`src/rtl/audio_pkg.sv`:
```
// rtl/audio_pkg.sv - shared types and constants for the audio DC-block path
package audio_pkg;

  localparam int AUDIO_BIT_WIDTH = 16;
  localparam logic [3:0] GAIN_UNITY = 4'd4;

  typedef enum logic [1:0] {
    IDLE = 2'd0,
    SUB  = 2'd1,
    MUL  = 2'd2,
    SAT  = 2'd3
  } dcb_state_t;

  typedef logic signed [AUDIO_BIT_WIDTH-1:0] pcm_t;

endpackage

```
`src/rtl/audio_saturate.sv`:
```
// rtl/audio_saturate.sv - combinational signed clamp from IN_W to OUT_W bits with clip flag
module audio_saturate #(
  parameter int IN_W  = 19,
  parameter int OUT_W = 16
) (
  input  logic signed [IN_W-1:0]  in_i,
  output logic signed [OUT_W-1:0] out_o,
  output logic                    clip_o
);

  localparam logic signed [IN_W-1:0] MAX_V = IN_W'((64'sd1 <<< (OUT_W - 1)) - 64'sd1);
  localparam logic signed [IN_W-1:0] MIN_V = -MAX_V - IN_W'(1);

  always_comb begin
    out_o  = in_i[OUT_W-1:0];
    clip_o = 1'b0;
    if (in_i > MAX_V) begin
      out_o  = MAX_V[OUT_W-1:0];
      clip_o = 1'b1;
    end else if (in_i < MIN_V) begin
      out_o  = MIN_V[OUT_W-1:0];
      clip_o = 1'b1;
    end
  end

endmodule

```
`src/rtl/audio_dc_block.sv`:
```
// rtl/audio_dc_block.sv - ADC offset-binary to PCM with DC removal, Q2.2 gain, saturation and mute
// Optional: AUDIO_MUTE_RAMP_EN replaces the hard mute with a one-LSB-per-sample gain ramp.
module audio_dc_block #(
  parameter int IN_WIDTH        = 12,
  parameter int AUDIO_BIT_WIDTH = 16,
  parameter int K_SHIFT         = 8
) (
  input  logic                              clk,
  input  logic                              reset,
  input  logic                              in_valid,
  input  logic [IN_WIDTH-1:0]               in_sample,
  input  logic [3:0]                        gain,
  input  logic                              mute,
  output logic                              out_valid,
  output logic signed [AUDIO_BIT_WIDTH-1:0] out_sample,
  output logic                              clip,
  output logic                              overrun
);

  import audio_pkg::*;

  localparam int ACC_W = AUDIO_BIT_WIDTH + K_SHIFT + 1;
  localparam int Y_W   = AUDIO_BIT_WIDTH + 1;
  localparam int P_W   = Y_W + 4;
  localparam int Q_W   = P_W - 2;

  dcb_state_t                         state_q, state_d;
  logic signed [AUDIO_BIT_WIDTH-1:0]  x_q;
  logic [3:0]                         gain_q;
  logic signed [ACC_W-1:0]            acc_q;
  logic signed [Y_W-1:0]              y_q;
  logic signed [Q_W-1:0]              q_q;
  logic signed [AUDIO_BIT_WIDTH-1:0]  out_sample_q;
  logic                               out_valid_q, clip_q, overrun_q;

  logic signed [AUDIO_BIT_WIDTH-1:0]  x_in;
  logic signed [ACC_W-1:0]            dc, x_ext, y_full;
  logic signed [P_W-1:0]              y_ext, g_ext;
  logic signed [AUDIO_BIT_WIDTH-1:0]  sat_out;
  logic                               sat_clip;
  logic [3:0]                         gain_d;

  // Flipping the MSB turns offset binary into two's complement; left-justify into PCM width.
  assign x_in   = {~in_sample[IN_WIDTH-1], in_sample[IN_WIDTH-2:0],
                   {(AUDIO_BIT_WIDTH-IN_WIDTH){1'b0}}};
  assign dc     = acc_q >>> K_SHIFT;
  assign x_ext  = {{(ACC_W-AUDIO_BIT_WIDTH){x_q[AUDIO_BIT_WIDTH-1]}}, x_q};
  assign y_full = x_ext - dc;
  assign y_ext  = {{(P_W-Y_W){y_q[Y_W-1]}}, y_q};
  assign g_ext  = {{(P_W-4){1'b0}}, gain_q};

`ifdef AUDIO_MUTE_RAMP_EN
  logic [3:0] eff_gain_q;
  logic [3:0] ramp_tgt;

  always_comb begin
    ramp_tgt = mute ? 4'd0 : gain;
    gain_d   = eff_gain_q;
    if (eff_gain_q < ramp_tgt)      gain_d = eff_gain_q + 4'd1;
    else if (eff_gain_q > ramp_tgt) gain_d = eff_gain_q - 4'd1;
  end

  always_ff @(posedge clk or posedge reset) begin
    if (reset)                          eff_gain_q <= 4'd0;
    else if (state_q == IDLE && in_valid) eff_gain_q <= gain_d;
  end

  logic mute_q;
  assign mute_q = 1'b0;
`else
  logic mute_q;
  assign gain_d = gain;
`endif

  audio_saturate #(.IN_W(Q_W), .OUT_W(AUDIO_BIT_WIDTH)) u_sat (
    .in_i   (q_q),
    .out_o  (sat_out),
    .clip_o (sat_clip)
  );

  always_comb begin
    state_d = state_q;
    case (state_q)
      IDLE:    if (in_valid) state_d = SUB;
      SUB:     state_d = MUL;
      MUL:     state_d = SAT;
      default: state_d = IDLE;
    endcase
  end

  always_ff @(posedge clk or posedge reset) begin
    if (reset) begin
      state_q      <= IDLE;
      x_q          <= '0;
      gain_q       <= '0;
      acc_q        <= '0;
      y_q          <= '0;
      q_q          <= '0;
      out_sample_q <= '0;
      out_valid_q  <= 1'b0;
      clip_q       <= 1'b0;
      overrun_q    <= 1'b0;
`ifndef AUDIO_MUTE_RAMP_EN
      mute_q       <= 1'b0;
`endif
    end else begin
      state_q     <= state_d;
      out_valid_q <= 1'b0;
      if (in_valid && state_q != IDLE) overrun_q <= 1'b1;
      case (state_q)
        IDLE: if (in_valid) begin
          x_q    <= x_in;
          gain_q <= gain_d;
`ifndef AUDIO_MUTE_RAMP_EN
          mute_q <= mute;
`endif
        end
        SUB: begin
          y_q   <= y_full[Y_W-1:0];
          acc_q <= acc_q + y_full;
        end
        MUL: q_q <= Q_W'((y_ext * g_ext) >>> 2);
        default: begin
          out_sample_q <= mute_q ? '0 : sat_out;
          clip_q       <= mute_q ? 1'b0 : sat_clip;
          out_valid_q  <= 1'b1;
        end
      endcase
    end
  end

  assign out_valid  = out_valid_q;
  assign out_sample = out_sample_q;
  assign clip       = clip_q;
  assign overrun    = overrun_q;

endmodule

```
`config.mk`:
```
export PLATFORM = sky130hd
export DESIGN_NAME = audio_dc_block
export DESIGN_NICKNAME = d
export VERILOG_FILES = /design/src/rtl/audio_pkg.sv /design/src/rtl/audio_saturate.sv /design/src/rtl/audio_dc_block.sv
export SDC_FILE = /design/constraint.sdc
export NUM_CORES = 1
export LEC_CHECK = 0
export BUFFER_PORTS_ARGS = -buffer_cell sky130_fd_sc_hd__buf_2
export CAP_MARGIN = 30
export CORE_MARGIN = 2
export CORE_UTILIZATION = 65
export CTS_BUF_LIST = sky130_fd_sc_hd__clkbuf_4
export DETAILED_ROUTE_END_ITERATION = 8
export MAX_ROUTING_LAYER = met4
export PLACE_DENSITY_LB_ADDON = 0.3
export SLEW_MARGIN = 10
export SYNTH_ARGS = -nofsm -noshare
export SYNTH_HDL_FRONTEND = slang
export SYNTH_SLANG_ARGS = --single-unit
```
`constraint.sdc`:
```
create_clock -name clk -period 5 [get_ports clk]
set_input_delay 0.5 -clock clk [delete_from_list [all_inputs] [get_ports clk]]
set_output_delay 0.5 -clock clk [all_outputs]
set_load 0.03 [all_outputs]
```
# ---- Word-level counts from Yosys, hierarchy flattened
# Index checks and enable logic that the tools add are counted.
# Widths: inputs -> output; s select.
dict set report totals {
  register_bits 99
}
dict set report classes {
  n_addsub 2
  multipliers 1
  order_cmp 2
  eq_ne 3
  mux 9
  bitwise_logic 1
  n_reduce_logical 5
}
# cell count
set op_table {}
lappend op_table {{$mux 16} 3}
lappend op_table {{$add 25x18->25} 1}
lappend op_table {{$mul 17x5->21} 1}
lappend op_table {{$gt 19x16->1 const B} 1}
lappend op_table {{$lt 19x16->1 const B} 1}
lappend op_table {{$sub 16x17->18} 1}
lappend op_table {{$pmux 2 s3} 1}
lappend op_table {{$mux 1} 4}
lappend op_table {{$reduce_or 3->1} 1}
lappend op_table {{$eq 2x1->1 const B} 1}
lappend op_table {{$eq 2x2->1 const B} 1}
lappend op_table {{$logic_not 2->1} 1}
lappend op_table {{$mux 2} 1}
lappend op_table {{$ne 2x2->1 const B} 1}
lappend op_table {{$reduce_and 2->1} 1}
lappend op_table {{$reduce_bool 2->1} 1}
lappend op_table {{$logic_and 1x1->1} 1}
lappend op_table {{$not 1->1} 1}

# ---- Depth between registers and ports, before layout
# Gate-level depths: netlist (run 1).
dict set report logic_depth {
  depth_word 4
  mapped_depth 19
}

# ---- Hierarchy
# A second synthesis (run 1) with hierarchy kept.
dict set report unflattened {
  cells_unflattened 974
  hier_area_um2 8757.1
}
# mod n_inst cells_each area_each_um2 seq_area_each_um2
set modules_own_cells {}
lappend modules_own_cells {audio_dc_block 1 915 8374.3 2477.4}
lappend modules_own_cells {audio_saturate 1 59 382.9 0.0}

# ---- Least setup slack after synthesis (run 1)
# OpenSTA, ideal clock, no wires.
dict set report synth_path {
  kind {register to register}
  start {register gain_q[2]}
  end {register q_q[18]}
  setup_time_ns 0.125
  arrival_time_ns 4.103
  required_ns 4.875
  slack_ns 0.772
  path_stages_with_launch 17
  n_path_buf 1
  period_less_slack_ns 4.228
  cell_sequence {dfrtp_1 -> clkbuf_1 -> and2_1 -> ha_1 -> fa_1 -> inv_1 -> fa_1 -> inv_1 -> ha_1 -> a21o_1 -> a21oi_1 -> a21oi_1 -> a2111oi_4 -> nor4_1 -> a211o_1 -> xnor2_1 -> mux2_2}
}
dict set report synth_via {
  elab_chain_cells 1
}
# element line
set synth_rtl {}
lappend synth_rtl {{start: declaration} audio_dc_block.sv:29} ;# logic [3:0] gain_q;
lappend synth_rtl {{start signal: assignment} audio_dc_block.sv:113} ;# gain_q <= gain_d;
lappend synth_rtl {{$mul 17x5->21} audio_dc_block.sv:122} ;# MUL: q_q <= Q_W'((y_ext * g_ext) >>> 2);
lappend synth_rtl {{end signal: assignment} audio_dc_block.sv:122}
lappend synth_rtl {{end: declaration} audio_dc_block.sv:32} ;# logic signed [Q_W-1:0] q_q;
# Every way passes these cells.
# A chain may end at the register's enable or synchronous reset.

# ---- Worst setup path after layout (run 1)
# Same ends and word-level chain as after synthesis.

==> impl_results.md, run 1 <==
* Synth area leader: dfrtp_1
* Final period utilization at 89.53%
* Via Count at 5828
* Flops & latches, synth at 99
* Final-report max-slew violation count at 0
* Slew of the pin with the lowest slew margin at 0.9689 ns
* Iteration-0 DRC Markers at 318
* CP endpoint kind: flip-flop
* Layout cells sized above 1 at 14.42%
* Global route overflow at 0
* RSZ-0062 raised after global routing: no
* WP data required at 5.40 ns
* Number of max-cap violations at 0
* Most frequent cells in the layout: inv_1, dfrtp_1, ha_1, mux2_2, and2_1
* Final ANT Viol Nets at 0
* CP max FO at 18
* Vias in the first global route at 5976
* Via-to-Cell Ratio at 5.828
* Die area at 0.01316 mm2
* Sequential-to-total area share from yosys stat at 31.09%
* Slew HR at 35.17%
* Clk_skew at 0.01802 ns
* Post-CTS Setup Bufs at 0
* WL/cell at 15.66 um
* Setup TNS at 0 ns
* Routability cong. at 0.9423
* Die Wd at 114.7 um
* Fin crit period at 4.477 ns
* R2r worst-path depth at 15
* Largest net degree at the start of global routing at 59
* First-pass GRT wire length at 26.98 mm
* TritonCTS buffer count at 9
* CTS tree: done
* Die Span Y at 114.7 um
* Ant. Diodes at 0
* Setup crit start kind: flip-flop
* Post-synth top area share at 31.09%
* Clock-pin slew on the worst setup and hold paths at 0.15 ns
* Setup-failing EPs final at 0
* Status: complete, no violations
* Syn Nets at 952
* Reg2reg start: gain_q[2]
* Post-synthesis cell type count at 52
* Final Cell Area at 0.008418 mm2
* Crit path DAT at 4.87 ns
* Root Buffer: clkbuf_4
* Hold buffer count at cts at 0
* Synth Area per Inst at 9.754 um2
* Commonest non-fill, non-tap cell in the layout: inv_1
* I/O Pins at 39
* Final Hold Fails at 0
* DRC at 0
* Worst-Skew Late Latency at 0.50 ns
* Post-synth EDFFs at 0
* Post-synth top flop: dfrtp_1
* Maximum buffer depth of the clock tree at 2
* Pre-antenna DRT Iters at 5
* R2R setup slack at 0.52 ns
* Initial Utilization at 66.34%
* Synth top area cells: dfrtp_1, ha_1, fa_1
* H-tree depth at 3
* Total Wirelength at 15.66 mm
* Area Growth Syn to Fin at 5.637%
* Row count at 40
* CP Class: flip-flop to flip-flop
* Core area at 0.01201 mm2
* Share of synthesized registers carrying an async set or reset at 100.0%
* Fmax at 223.4 MHz
* Layout Nets at 983
* Global Route Usage Sum at 26.38%
* Placed Area at 0.008287 mm2
* R2r endpoint: q_q[18]
* CTS Sinks at 99
* Number of port buffers at 38
* Ys Warns at 0
* Syn Std Cell Area at 0.007969 mm2
* Resize count post-CTS at 0
* Antenna violations before repair at 0
* HP Class: primary input to asynchronous set/reset pin
* Post-DP HPWL at 12.36 mm
* Cells after synthesis at 817
-- layout make-up --
cell class | count | area (um2)
clock buffers | 10 | 75.07
inverters | 106 | 400.4
fillers | 923 | 3593
clock inverters | 6 | 56.30
repair buffers | 40 | 205.2
flip-flops and latches | 99 | 2477
multi-input cells | 592 | 5020
well taps | 147 | 183.9
-- per-stage QoR --
stage	utilization, %	hold slack (ns)	instances	setup slack [ns]
2_1_floorplan	-	0.4488	817	0.7718
3_3_place_gp	68.99	0.4327	984	0.6194
3_5_place_dp	68.99	0.4465	984	0.5545
4_1_cts	70.08	0.01147	1000	0.5133
5_1_grt	70.08	0.02203	1000	0.2438
6_report	70.08	0.01904	1000	0.5234
-- worst max-delay path: stages, from the launching register on --
cell       delay, ns
dfrtp_1         0.56
and2_1          0.22
ha_1            0.32
fa_1            0.54
inv_1           0.05
fa_1            0.53
inv_1           0.04
ha_1            0.37
a21o_1          0.21
a21oi_1         0.18
a21oi_1         0.13
a2111oi_4       0.45
nor4_1          0.11
a211o_1         0.29
xnor2_1         0.12
mux2_2          0.26
-- cells in the mapped netlist (all sizes together) (17+ instances only) --
| master | number |
|---|---|
| inv | 106 |
| dfrtp | 99 |
| ha | 80 |
| mux2 | 60 |
| and2 | 50 |
| nand2 | 45 |
| nor2 | 42 |
| a21o | 40 |
| a21oi | 38 |
| fa | 35 |
| xnor2 | 33 |
| o21ai | 24 |
| xor2 | 23 |
| clkbuf | 19 |
| o22ai | 17 |
-- metal layers --
metal,wire [um],global-route usage (%)
met3,481,4.764
met4,306,9.076
met2,8009,46.11
met5,0,-
met1,6858,30.64
-- state kept, by name (all words and copies together) (netlist names) --
register / count
acc_q: 25
q_q: 19
y_q: 17
out_sample: 16
x_q: 12
gain_q: 4
state_q: 2
clip: 1
mute_q: 1
out_valid: 1
overrun: 1
-- cells by family (layout without fill, tap and decap cells) --
group | after synthesis | after routing | share of synthesized area [%]
AO/OA/AOI/OAI | 169 | 169 | 14.49
XOR/XNOR | 56 | 56 | 6.155
adder cells (fa/ha/maj) | 115 | 115 | 21.35
buffers and inverters | 126 | 162 | 5.951
flip-flops | 99 | 99 | 31.09
multiplexers | 67 | 67 | 9.358
AND/OR/NAND/NOR | 185 | 185 | 11.60
-- how the worst max path moves through the flow --
stage	start	end	cells after the start
floorplan	gain_q[2]	q_q[18]	16
global placement	gain_q[2]	q_q[18]	15
detailed placement	gain_q[2]	q_q[18]	15
CTS	gain_q[2]	q_q[18]	15
global route	gain_q[2]	q_q[17]	15
finish	gain_q[2]	q_q[18]	15
Power of run 1 is not shown: default switching activity piles up to over one toggle a cycle in this logic, so the estimate is an artifact.
==> run 2, diff against run 1 <==
--- a/config.mk
+++ b/config.mk
@@ -7,11 +7,12 @@
 export LEC_CHECK = 0
 export BUFFER_PORTS_ARGS = -buffer_cell sky130_fd_sc_hd__buf_2
 export CAP_MARGIN = 30
+export CELL_PAD_IN_SITES_DETAIL_PLACEMENT = 1
+export CELL_PAD_IN_SITES_GLOBAL_PLACEMENT = 2
 export CORE_MARGIN = 2
-export CORE_UTILIZATION = 65
+export CORE_UTILIZATION = 42
 export CTS_BUF_LIST = sky130_fd_sc_hd__clkbuf_4
 export DETAILED_ROUTE_END_ITERATION = 8
-export MAX_ROUTING_LAYER = met4
 export PLACE_DENSITY_LB_ADDON = 0.3
 export SLEW_MARGIN = 10
 export SYNTH_ARGS = -nofsm -noshare
==> impl_results.md, run 2 (synthesized netlist as in run 1, its figures left out) <==
* CP Class: flip-flop to flip-flop
* Final ANT Viol Nets at 0
* Layout cells sized above 1 at 14.74%
* CTS Sinks at 99
* Final period utilization at 91.63%
* Largest net degree at the start of global routing at 55
* Via-to-Cell Ratio at 5.269
* Die area at 0.02009 mm2
* Pre-antenna DRT Iters at 4
* R2r worst-path depth at 15
* Setup TNS at 0 ns
* Fillers at 2155
* Worst-Skew Late Latency at 0.51 ns
* Global Route Usage Sum at 18.83%
* Core area at 0.01864 mm2
* Slew of the pin with the lowest slew margin at 0.8668 ns
* Largest register by flop count: acc_q
* Status: complete, no violations
* Max reg flops at 25
* Seq. cell area at 0.002477 mm2
* Commonest non-fill, non-tap cell in the layout: inv_1
* Area Growth Syn to Fin at 7.898%
* Number of port buffers at 38
* TritonCTS buffer count at 9
* Post-DP HPWL at 14.04 mm
* Die Wd at 141.7 um
* HP Class: primary input to asynchronous set/reset pin
* CP max FO at 18
* Clock-pin slew on the worst setup and hold paths at 0.17 ns
* Total Wirelength at 17.71 mm
* I/O Pins at 39
* R2R setup slack at 0.42 ns
* Setup-failing EPs final at 0
* RSZ-0062 raised after global routing: no
* Reg2reg start: gain_q[2]
* Final Hold Fails at 0
* Routability cong. at 0.8201
* Worst Setup SP: gain_q[2]
* Via Count at 5748
* Crit path DAT at 4.99 ns
* Post-CTS Setup Bufs at 0
* Root Buffer: clkbuf_4
* Fin crit period at 4.581 ns
* CP endpoint kind: flip-flop
* Hold_ws at 0.09868 ns
* WL/cell at 16.23 um
* Most frequent cells in the layout: inv_1, dfrtp_1, ha_1, mux2_2, and2_1
* Resize count post-CTS at 0
* Die Span Y at 141.7 um
* Fmax at 218.3 MHz
* Global route overflow at 0
* First-pass GRT wire length at 30.52 mm
* WP data required at 5.41 ns
* Antenna violations before repair at 1
* Clk_skew at 0.03441 ns
* CTS tree: done
* Slew HR at 42.21%
* Final-report max-slew violation count at 0
* R2r endpoint: q_q[18]
* Number of max-cap violations at 0
* Layout Nets at 985
* DRC at 0
* Setup crit start kind: flip-flop
* H-tree depth at 3
* Maximum buffer depth of the clock tree at 2
* Row count at 50
* Top flop regs: acc_q (25), q_q (19), y_q (17)
* Vias in the first global route at 6220
* Footprint of the multi-input gates at 0.005020 mm2
* Initial Utilization at 42.74%
* Iteration-0 DRC Markers at 157
* Hold buffer count at cts at 0
-- run 2: changes by cell type in the layout (fill, tap and decap cells not counted), sizes merged --
cell and delta:
buf +2, diode +2, bufinv +1, clkinv -1, clkinvlp -1, inv +1
-- run 2: per-stage QoR --
step | setup WS [ns] | util [%] | instances | cell area [um2]
floorplan | 0.7718 | - | 817 | 7969
global placement | 0.5527 | 45.03 | 1071 | 8396
detailed placement | 0.4219 | 45.03 | 1071 | 8396
CTS | 0.3892 | 45.91 | 1087 | 8558
global route | 0.1204 | 46.12 | 1091 | 8598
finish | 0.4186 | 46.12 | 1091 | 8598
-- run 2: how the worst max path moves through the flow --
| stage | endpoint | cells past startpoint |
|---|---|---|
| finish | q_q[18] | 15 |
| floorplan | q_q[18] | 16 |
| detailed placement | q_q[18] | 15 |
| global placement | q_q[18] | 15 |
| CTS | q_q[18] | 15 |
| global route | q_q[18] | 15 |
-- run 2: cell type report --
class / instances / share of cell area, %
well taps: 234 / 3.405
flip-flops and latches: 99 / 28.81
inverters: 106 / 4.657
repair buffers: 42 / 2.794
multi-input cells: 592 / 58.38
diodes: 2 / 0.05821
clock inverters: 6 / 1.019
clock buffers: 10 / 0.8731
-- run 2: metal layers --
| layer | vias to the layer above | part of all wire, % | global-route usage (%) |
|---|---|---|---|
| met5 | - | 0 | 0 |
| met4 | 0 | 1.6 | 5.684 |
| met3 | 20 | 2.0 | 2.835 |
| met2 | 59 | 50 | 34.31 |
| met1 | 2811 | 46 | 22.96 |
| li1 | 2858 | - | - |
-- run 2: critical path, cell delays in order, from the launching register on --
cell and delay (ns):
dfrtp_1 0.57, and2_1 0.23, ha_1 0.32, fa_1 0.55
inv_1 0.06, fa_1 0.53, inv_1 0.05, ha_1 0.38
a21o_1 0.21, a21oi_1 0.18, a21oi_1 0.14, a2111oi_4 0.47
nor4_1 0.12, a211o_1 0.30, xnor2_1 0.12, mux2_2 0.26
Power of run 2 is left out for the same reason.
